$ cat config.mk
export PLATFORM = sky130hd
export DESIGN_NAME = mux_share_arbiter
export DESIGN_NICKNAME = d
export VERILOG_FILES = /design/src/rtl/mux_share_arbiter.sv
export SDC_FILE = /design/constraint.sdc
export NUM_CORES = 1
export LEC_CHECK = 0
export ABC_CLOCK_PERIOD_IN_PS = 2400
export CAP_MARGIN = 10
export CORE_MARGIN = 2
export CORE_UTILIZATION = 44
export DETAILED_ROUTE_END_ITERATION = 10
export GPL_TIMING_DRIVEN = 0
export PLACE_DENSITY = 0.84
export SETUP_SLACK_MARGIN = 0.15
export SLEW_MARGIN = 20
export SYNTH_ARGS = -nofsm -noshare
export SYNTH_HDL_FRONTEND = slang
export SYNTH_SLANG_ARGS = --single-unit
$ cat constraint.sdc
create_clock -name clk -period 2.4 [get_ports clk]
set_input_delay 0.72 -clock clk [delete_from_list [all_inputs] [get_ports clk]]
set_output_delay 0.72 -clock clk [all_outputs]
set_load 0.01 [all_outputs]
$ cat src/rtl/mux_share_arbiter.sv
// mux_share_arbiter
// Shares one 8-bit 2:1 byte mux between two requesters (A and B) and
// registers the selected byte into a single valid/ready output channel.
//
// Ports:
//   clk, rst_n           - clock (rising edge), async active-low reset
//   req_a/data_a/ack_a   - requester A: level request, byte, capture pulse
//   req_b/data_b/ack_b   - requester B: level request, byte, capture pulse
//   sel                  - shared mux select (0 = A, 1 = B)
//   out_data/out_valid   - registered output byte and its valid flag
//   out_ready            - consumer accepts out_data when out_valid is high
//   busy                 - high whenever the arbiter is not idle
//   cnt_a/cnt_b          - saturating completed-transfer counters
//
// Parameters:
//   CNT_W     - counter width
//   FIXED_PRI - 0: round-robin on contention, 1: A always wins contention
module mux_share_arbiter #(
    parameter int CNT_W     = 8,
    parameter bit FIXED_PRI = 1'b0
) (
    input  logic             clk,
    input  logic             rst_n,
    input  logic             req_a,
    input  logic [7:0]       data_a,
    output logic             ack_a,
    input  logic             req_b,
    input  logic [7:0]       data_b,
    output logic             ack_b,
    output logic             sel,
    output logic [7:0]       out_data,
    output logic             out_valid,
    input  logic             out_ready,
    output logic             busy,
    output logic [CNT_W-1:0] cnt_a,
    output logic [CNT_W-1:0] cnt_b
);

    typedef enum logic [1:0] {
        ST_IDLE = 2'd0,
        ST_LOAD = 2'd1,
        ST_SEND = 2'd2
    } state_t;

    state_t           state_r,      state_s;
    logic             sel_r,        sel_s;
    logic             last_grant_r, last_grant_s;
    logic [7:0]       out_data_r,   out_data_s;
    logic             out_valid_r,  out_valid_s;
    logic             ack_a_r,      ack_a_s;
    logic             ack_b_r,      ack_b_s;
    logic             busy_r,       busy_s;
    logic [CNT_W-1:0] cnt_a_r,      cnt_a_s;
    logic [CNT_W-1:0] cnt_b_r,      cnt_b_s;

    // Saturating increment: an all-ones counter stays put instead of wrapping.
    function automatic logic [CNT_W-1:0] sat_inc(input logic [CNT_W-1:0] v);
        if (v == {CNT_W{1'b1}}) begin
            return v;
        end else begin
            return v + CNT_W'(1'b1);
        end
    endfunction

    // Next-state and next-output logic; every register holds unless changed.
    always_comb begin
        state_s      = state_r;
        sel_s        = sel_r;
        last_grant_s = last_grant_r;
        out_data_s   = out_data_r;
        out_valid_s  = out_valid_r;
        ack_a_s      = 1'b0;
        ack_b_s      = 1'b0;
        cnt_a_s      = cnt_a_r;
        cnt_b_s      = cnt_b_r;

        case (state_r)
            ST_IDLE: begin
                if (req_a && req_b) begin
                    // last_grant resets to B so A wins the first contest.
                    sel_s   = FIXED_PRI ? 1'b0 : ~last_grant_r;
                    state_s = ST_LOAD;
                end else if (req_a) begin
                    sel_s   = 1'b0;
                    state_s = ST_LOAD;
                end else if (req_b) begin
                    sel_s   = 1'b1;
                    state_s = ST_LOAD;
                end else begin
                    state_s = ST_IDLE;
                end
            end
            ST_LOAD: begin
                out_data_s  = sel_r ? data_b : data_a;
                out_valid_s = 1'b1;
                ack_a_s     = ~sel_r;
                ack_b_s     = sel_r;
                state_s     = ST_SEND;
            end
            ST_SEND: begin
                if (out_valid_r && out_ready) begin
                    out_valid_s  = 1'b0;
                    last_grant_s = sel_r;
                    if (sel_r) begin
                        cnt_b_s = sat_inc(cnt_b_r);
                    end else begin
                        cnt_a_s = sat_inc(cnt_a_r);
                    end
                    state_s = ST_IDLE;
                end else begin
                    state_s = ST_SEND;
                end
            end
            default: begin
                out_valid_s = 1'b0;
                state_s     = ST_IDLE;
            end
        endcase

        // busy is registered, so it follows the state being entered.
        busy_s = (state_s != ST_IDLE);
    end

    // State and output registers; reset drops any in-flight byte without ack.
    always_ff @(posedge clk or negedge rst_n) begin
        if (!rst_n) begin
            state_r      <= ST_IDLE;
            sel_r        <= 1'b0;
            last_grant_r <= 1'b1;
            out_data_r   <= 8'h00;
            out_valid_r  <= 1'b0;
            ack_a_r      <= 1'b0;
            ack_b_r      <= 1'b0;
            busy_r       <= 1'b0;
            cnt_a_r      <= {CNT_W{1'b0}};
            cnt_b_r      <= {CNT_W{1'b0}};
        end else begin
            state_r      <= state_s;
            sel_r        <= sel_s;
            last_grant_r <= last_grant_s;
            out_data_r   <= out_data_s;
            out_valid_r  <= out_valid_s;
            ack_a_r      <= ack_a_s;
            ack_b_r      <= ack_b_s;
            busy_r       <= busy_s;
            cnt_a_r      <= cnt_a_s;
            cnt_b_r      <= cnt_b_s;
        end
    end

    assign sel       = sel_r;
    assign out_data  = out_data_r;
    assign out_valid = out_valid_r;
    assign ack_a     = ack_a_r;
    assign ack_b     = ack_b_r;
    assign busy      = busy_r;
    assign cnt_a     = cnt_a_r;
    assign cnt_b     = cnt_b_r;

endmodule

# Yosys cells after proc, flatten, opt, wreduce, memory -nomap -nowiden
# Cells that the tools add are included.
# W data, S select, Z words.
[word_totals]
ff_bits = 32
in_bits = 21
out_inout_bits = 29
word_cells = 45
[classes]
addsub = 2
n_eq_ne = 5
muxes = 13
bitwise = 5
n_reduce_logical = 10
[op_table]
columns = ["operator", "count"]
rows = [
  ["$add A8 B1 Y8 const B", 2],
  ["$eq A8 B8 Y1 const B", 2],
  ["$mux W1", 9],
  ["$mux W8", 1],
  ["$reduce_and A4 Y1", 2],
  ["$pmux W2 S3", 1],
  ["$reduce_and A2 Y1", 3],
  ["$not A1 Y1", 5],
  ["$pmux W1 S3", 1],
  ["$reduce_bool A3 Y1", 1],
  ["$eq A2 B1 Y1 const B", 1],
  ["$eq A2 B2 Y1 const B", 1],
  ["$logic_and A1 B1 Y1", 2],
  ["$logic_not A2 Y1", 1],
  ["$mux W2", 1],
  ["$ne A2 B2 Y1 const B", 1],
  ["$reduce_bool A2 Y1", 1],
]

# Longest topological paths before layout
# Gate-level depths: netlist (run 1).
[logic_depth]
depth_word = 5
ltp_mapped = 5

# Least setup slack after synthesis (run 1)
# OpenSTA, ideal clock, no wires.
[synth_path]
path_type = "register to register"
startpoint = "register cnt_a_r[0], in the netlist cnt_a[0]"
endpoint = "register cnt_a_r[1], in the netlist cnt_a[1]"
setup_time_ns = 0.125
arrival_time_ns = 1.626
required_ns = 2.275
slack_ns = 0.649
path_stages_with_launch = 5
path_buffers = 0
path_cell_list = "dfrtp_1 ha_1 and3_1 a211oi_1 mux2_2"
[synth_via]
elab_chain_cells = 3
[synth_rtl]
columns = ["element", "line", "rtl"]
rows = [
  ["start, declared", "53", "logic [CNT_W-1:0] cnt_a_r, cnt_a_s;"],
  ["start signal, assigned", "135", "cnt_a_r <= {CNT_W{1'b0}};"],
  ["start signal, assigned", "146", "cnt_a_r <= cnt_a_s;"],
  ["branches (longest 3 deep; another with $add A8 B1 Y8)", "--", ""],
]
# Parallel ways; which one is timed is not known.
# A chain may end at the register's enable or synchronous reset.

# Worst setup path in the final report (run 1)
[layout_path]
startpoint = "input out_ready"
endpoint = "register cnt_a_r[1], in the netlist cnt_a[1]"
[layout_via]
elab_chain_cells = 2
[layout_rtl]
columns = ["element", "line", "rtl"]
rows = [
  ["start, declared", "33", "input logic out_ready,"],
  ["$logic_and A1 B1 Y1", "101", "if (out_valid_r && out_ready) begin"],
  ["$reduce_and A4 Y1 (no line)", "--", ""],
]
# Every way passes these cells.

==> flow_metrics.tcl, run 1 <==
set metrics [dict create \
    outcome "complete, no violations" \
    area_delta_synth_final_pct 42.2 \
    wl_met1_mm 1.23 \
    hold_viol_final 0 \
    stdcell_area_um2 2020 \
    antenna_found_initial 0 \
    placed_area_um2 1960 \
    critPathArrivalTime_ns 2.32 \
    core-area_um2 3050 \
    final_cell_mix "48 x clkdlybuf4s50_1, 31 x dfrtp_1, 16 x nand2_1, 10 x o21ai_0, 9 x xnor2_1" \
    fin_crit_ns 2.11 \
    clk_latency_ns 0.32 \
    routed.top_layer "met4" \
    ctsLongestPathBuffers 2 \
    layout_worst_path_cycle_share_pct 88.1 \
    ant_nets 0 \
    final_nets 197 \
    dr.pass1.iters 5 \
    seqCellArea_um2 802 \
    power_density_nw_per_um2 448 \
    worst_pin_slew_ns 0.713 \
    syn_area_per_cell_um2 12.0 \
    multi_input_area_um2 602 \
    synth_area_um2 1420 \
    slew_headroom_pct 52.5 \
    seq_area_frac_synth_pct 56.5 \
    wl_mm 3.02 \
    path_max_fanout 7 \
    cts_tree "done" \
    fin_skew_ns 0.00493 \
    grt_pass1_wl_mm 4.78 \
    finalWorstSetupSlack_ns 0.285 \
    drive_above_1_share_pct 10.9 \
    antenna-diode-count 0 \
    rsz0062_at_grt "no" \
    grt_max_degree 33 \
    htree_levels 2 \
    gr-total-overflow 0 \
    hold_buffers 0 \
    ys.flop_type "dfrtp_1" \
    fp.dieH_um 60.8 \
    post_drt_wl_per_cell_um 13.8 \
    floorplan.initialDensity_pct 46.5 \
    post_cts_buffers 0 \
    numCtsBuffers 5 \
    gp_congestion 0.821 \
    hp-class "in -> async" \
    drv_cap 0 \
    yosysWarnings 0 \
    io_pins 50 \
    grt_usage_pct 17.6 \
    synthCells 118 \
    worstSetupPathType "in -> reg" \
    cp-end-kind "register" \
    slew_viol_final 0 \
    clkSlewWorstSetupHoldPaths_ns 0.09 \
    fill_cells 260 \
    clock-root-buffer "clkbuf_4" \
    die_x_um 60.8 \
    drtIter0Drc 30 \
    dr_wl_met3_um 108 \
    wl_met2_mm 1.61 \
    clock.fmax_ghz 0.473 \
    finalSetupViolCount 0 \
    drc 0 \
    leakagePower_uw 0.000974 \
    ys_ff_latch 32 \
    yosysTopAreaCell "dfrtp_1" \
    post_cts_resized 0 \
    vdd_drop_max_mv 0.283 \
    dp_slack_ns -0.0677 \
    synthDistinctLibCells 30 \
    final_common_cell "clkdlybuf4s50_1" \
    syn_nets 141 \
    first_global_vias 1085 \
    dieArea_um2 3700 \
    required_ns 2.61 \
    async_flop_share_pct 100 \
    synth-edff-count 0 \
    cts.sinks 32 \
    via_per_inst 4.97 \
    synth.area.top_cells "dfrtp_1 55%, mux2i_1 5.6%, xnor2_1 5.6%, nand2_1 4.2%, o21ai_0 3.5%" \
    vias 1088 \
    synth_top_area_share_pct 54.6 \
    cp-start-kind "input pin" \
    io_buffer_count 49 \
    rows 20 \
    dp_hpwl_mm 2.32 \
]
synth_stat cells, types with 2 or more instances:
cell type,instances
dfrtp_1,31
mux2_2,2
o21ai_0,10
o21a_1,2
nand2_1,16
and3_1,5
and4_1,2
nor2_1,3
nand4_1,2
ha_1,2
xnor2_1,9
mux2i_1,8
clkbuf_1,2
nand3_1,4
xor2_1,5
worst max-delay path, stage by stage:
cell	delay (ns)
clkdlybuf4s50_1	0.54
nand4b_4	0.19
a211oi_1	0.48
mux2_2	0.39
stage by stage:
| step | total power (uW) | std cells | hold WS (ns) | util (%) | setup TNS (ns) |
|---|---|---|---|---|---|
| 3_5_place_dp | 598 | 211 | 0.472 | 64.2 | -0.0677 |
| 5_1_grt | 942 | 219 | 0.485 | 66.1 | 0 |
| 2_1_floorplan | 554 | 118 | 0.424 | - | 0 |
| 3_3_place_gp | 598 | 211 | 0.463 | 64.4 | 0 |
| 4_1_cts | 913 | 219 | 0.467 | 66.1 | 0 |
| 6_report | 905 | 219 | 0.446 | 66.1 | 0 |
routing by layer:
metal,vias up,global-route usage (%)
li1,524,-
met1,528,21.5
met2,30,30.1
met5,-,0
met3,6,2.77
met4,0,8.70
state kept, by name (all words and copies together) (netlist names):
register and flops:
ack_a 1, ack_b 1, busy 1, cnt_a 8
cnt_b 8, last_grant_r 1, out_data 8, out_valid 1
sel 1, state_r 2
area by class of cell:
cell class | instances | share of cell area, %
multi-input combinational | 82 | 29.8
tap | 44 | 2.73
sequential | 32 | 39.7
timing repair buffer | 49 | 24.0
inverter | 1 | 0.186
buffer | 3 | 0.620
clock buffer | 8 | 2.91
path summary, 6_finish.rpt:
kind,start,end,slack (ns),cells after the start
setup / recovery,out_ready,cnt_a[1]$_DFFE_PN0P_,0.29,4
hold / removal,rst_n,cnt_a[0]$_DFFE_PN0P_,0.45,1
hold reg to reg,last_grant_r$_DFFE_PN1P_,last_grant_r$_DFFE_PN1P_,0.49,2
setup reg to reg,cnt_a[0]$_DFFE_PN0P_,cnt_a[1]$_DFFE_PN0P_,0.54,4
min in group clk,last_grant_r$_DFFE_PN1P_,last_grant_r$_DFFE_PN1P_,0.49,2
max in group asynchronous,rst_n,busy$_DFF_PN0_,1.50,1
kinds of logic (layout without fill, tap and decap cells):
kind of cell / Yosys count / count (layout) / synth area share [%]
flops: 32 / 32 / 56.5
buf+inv: 4 / 61 / 1.14
fa+ha+maj: 2 / 2 / 1.76
simple gates: 39 / 39 / 15.9
mux: 10 / 10 / 7.22
xor+xnor: 14 / 14 / 8.63
compound gates: 17 / 17 / 8.90
power breakdown:
part	internal [uW]	switching, uW	total, uW
Clock	145	174	318
Sequential	539	0	539
Combinational	30.3	17.6	47.9
Total	714	191	905
No activity file was read; power rests on OpenSTA's default activity.
==> run 2, diff against run 1 <==
--- a/config.mk
+++ b/config.mk
@@ -7,7 +7,7 @@
 export LEC_CHECK = 0
 export ABC_CLOCK_PERIOD_IN_PS = 2400
 export CAP_MARGIN = 10
-export CORE_MARGIN = 2
+export CORE_MARGIN = 3
 export CORE_UTILIZATION = 44
 export DETAILED_ROUTE_END_ITERATION = 10
 export GPL_TIMING_DRIVEN = 0
==> flow_metrics.tcl, run 2 (synthesized netlist as in run 1, its figures left out) <==
set metrics [dict create \
    outcome "complete, no violations" \
    floorplan.initialDensity_pct 48.6 \
    power_density_nw_per_um2 509 \
    sw_frac_of_total_pct 19.0 \
    stdcell_area_um2 2050 \
    clock-root-buffer "clkbuf_4" \
    antenna-diode-count 0 \
    area_delta_synth_final_pct 44.6 \
    grt_max_degree 33 \
    final_nets 197 \
    ant_nets 0 \
    fin_skew_ns 0.00613 \
    rows 19 \
    leakagePower_uw 0.000992 \
    fin_crit_ns 2.14 \
    hold_buffers 0 \
    wl_mm 2.98 \
    post_drt_wl_per_cell_um 13.7 \
    pwr-share-seq_pct 51.6 \
    via_per_inst 5.01 \
    grt_usage_pct 16.5 \
    dr.pass1.iters 4 \
    io_buffer_count 49 \
    finalSetupViolCount 0 \
    required_ns 2.60 \
    stdcell_count 217 \
    drtIter0Drc 59 \
    dp_hpwl_mm 2.30 \
    switching_power_uw 199 \
    clock.fmax_ghz 0.466 \
    final_cell_mix "48 x clkdlybuf4s50_1, 31 x dfrtp_1, 16 x nand2_1, 10 x o21ai_0, 9 x xnor2_1" \
    drv_cap 0 \
    final_common_cell "clkdlybuf4s50_1" \
    routed.top_layer "met4" \
    wl_met2_mm 1.54 \
    first_global_vias 1096 \
    startpoint "out_ready" \
    die_x_um 62.8 \
    drive_above_1_share_pct 12.0 \
    ctsLongestPathBuffers 2 \
    timing.rr.start "cnt_a[0]$_DFFE_PN0P_" \
    numCtsBuffers 5 \
    post_cts_resized 0 \
    vdd_drop_max_mv 0.329 \
    reg2reg_slack_ns 0.53 \
    wl_met1_mm 1.29 \
    clkSlewWorstSetupHoldPaths_ns 0.10 \
    dpl.cell_count 209 \
    dr_wl_met3_um 139 \
    finalWorstSetupSlack_ns 0.256 \
    cp-start-kind "input pin" \
    worstSetupPathType "in -> reg" \
    placed_area_um2 1960 \
    cts.sinks 32 \
    gr-total-overflow 0 \
    whs_ns 0.432 \
    rsz0062_at_grt "no" \
    pwr-share-clk_pct 43.9 \
    grt_pass1_wl_mm 5.29 \
    drc 0 \
    vias 1087 \
    clk_latency_ns 0.31 \
    path_max_fanout 7 \
    cts_tree "done" \
    antenna_found_initial 0 \
    crit_end "cnt_a[1]$_DFFE_PN0P_" \
    core-area_um2 2920 \
    hold_viol_final 0 \
    slew_headroom_pct 54.1 \
    layout_worst_path_cycle_share_pct 89.3 \
    combPwrFrac_pct 4.5 \
    p_int_uw 846 \
    total_power_uw 1040 \
    hp-class "in -> async" \
    critPathArrivalTime_ns 2.35 \
    fp.dieH_um 62.8 \
    htree_levels 2 \
    cp-end-kind "register" \
    slew_viol_final 0 \
    worst_pin_slew_ns 0.689 \
    gp_congestion 0.787 \
    post_cts_buffers 0 \
    r2r-end "cnt_a[1]$_DFFE_PN0P_" \
    r2r_cells 4 \
    dp_slack_ns -0.0653 \
    io_pins 50 \
    dieArea_um2 3950 \
]
-- run 2: cell count changes in the layout (fill, tap and decap cells not counted) --
cell	before	now
clkbuf_1	4	2
bufinv_16	0	1
clkbuf_8	1	2
-- run 2: power groups by stage --
| stage | clock network, uW | registers (uW) | logic, uW |
|---|---|---|---|
| after global placement | 0 | 549 | 48.1 |
| after detailed placement | 0 | 549 | 48.7 |
| after floorplan | 0 | 550 | 4.25 |
| final | 458 | 539 | 47.5 |
| after global routing | 497 | 539 | 51.7 |
| after CTS | 465 | 539 | 48.8 |
-- run 2: per-stage QoR --
| stage | TNS [ns] | util, % |
|---|---|---|
| global placement | -0.0172 | 67.1 |
| finish | 0 | 70.2 |
| detailed placement | -0.0667 | 67.0 |
| global route | 0 | 70.2 |
| CTS | 0 | 70.2 |
| floorplan | 0 | - |
-- run 2: critical path, cell delays in order --
cell             delay [ns]
clkdlybuf4s50_1        0.54
nand4b_4               0.19
a211oi_1               0.51
mux2_2                 0.39
-- run 2: worst min-delay path by stage --
stage	depth (start not counted)	start	slack, ns	end
4_1_cts	1	rst_n	0.45	cnt_a[5]$_DFFE_PN0P_
3_5_place_dp	2	out_data[5]$_DFFE_PN0P_	0.47	out_data[5]$_DFFE_PN0P_
5_1_grt	1	rst_n	0.47	cnt_a[5]$_DFFE_PN0P_
3_3_place_gp	2	out_data[5]$_DFFE_PN0P_	0.47	out_data[5]$_DFFE_PN0P_
2_1_floorplan	0	rst_n	0.42	ack_a$_DFF_PN0_
6_report	1	rst_n	0.43	cnt_a[5]$_DFFE_PN0P_
-- run 2: per-layer routing --
metal | vias up | GRT usage (%)
li1 | 530 | -
met3 | 2 | 4.50
met2 | 30 | 27.6
met1 | 525 | 21.1
met5 | - | 0
met4 | 0 | 4.13
-- run 2: cell type report --
class                      count  area, um^2
multi-input combinational     82         602
sequential                    32         802
tap                           42        52.6
timing repair buffer          49         485
clock buffer                   7        65.1
buffer                         3        12.5
inverter                       1        3.75
fill                         239         871
clock inverter                 1        30.0
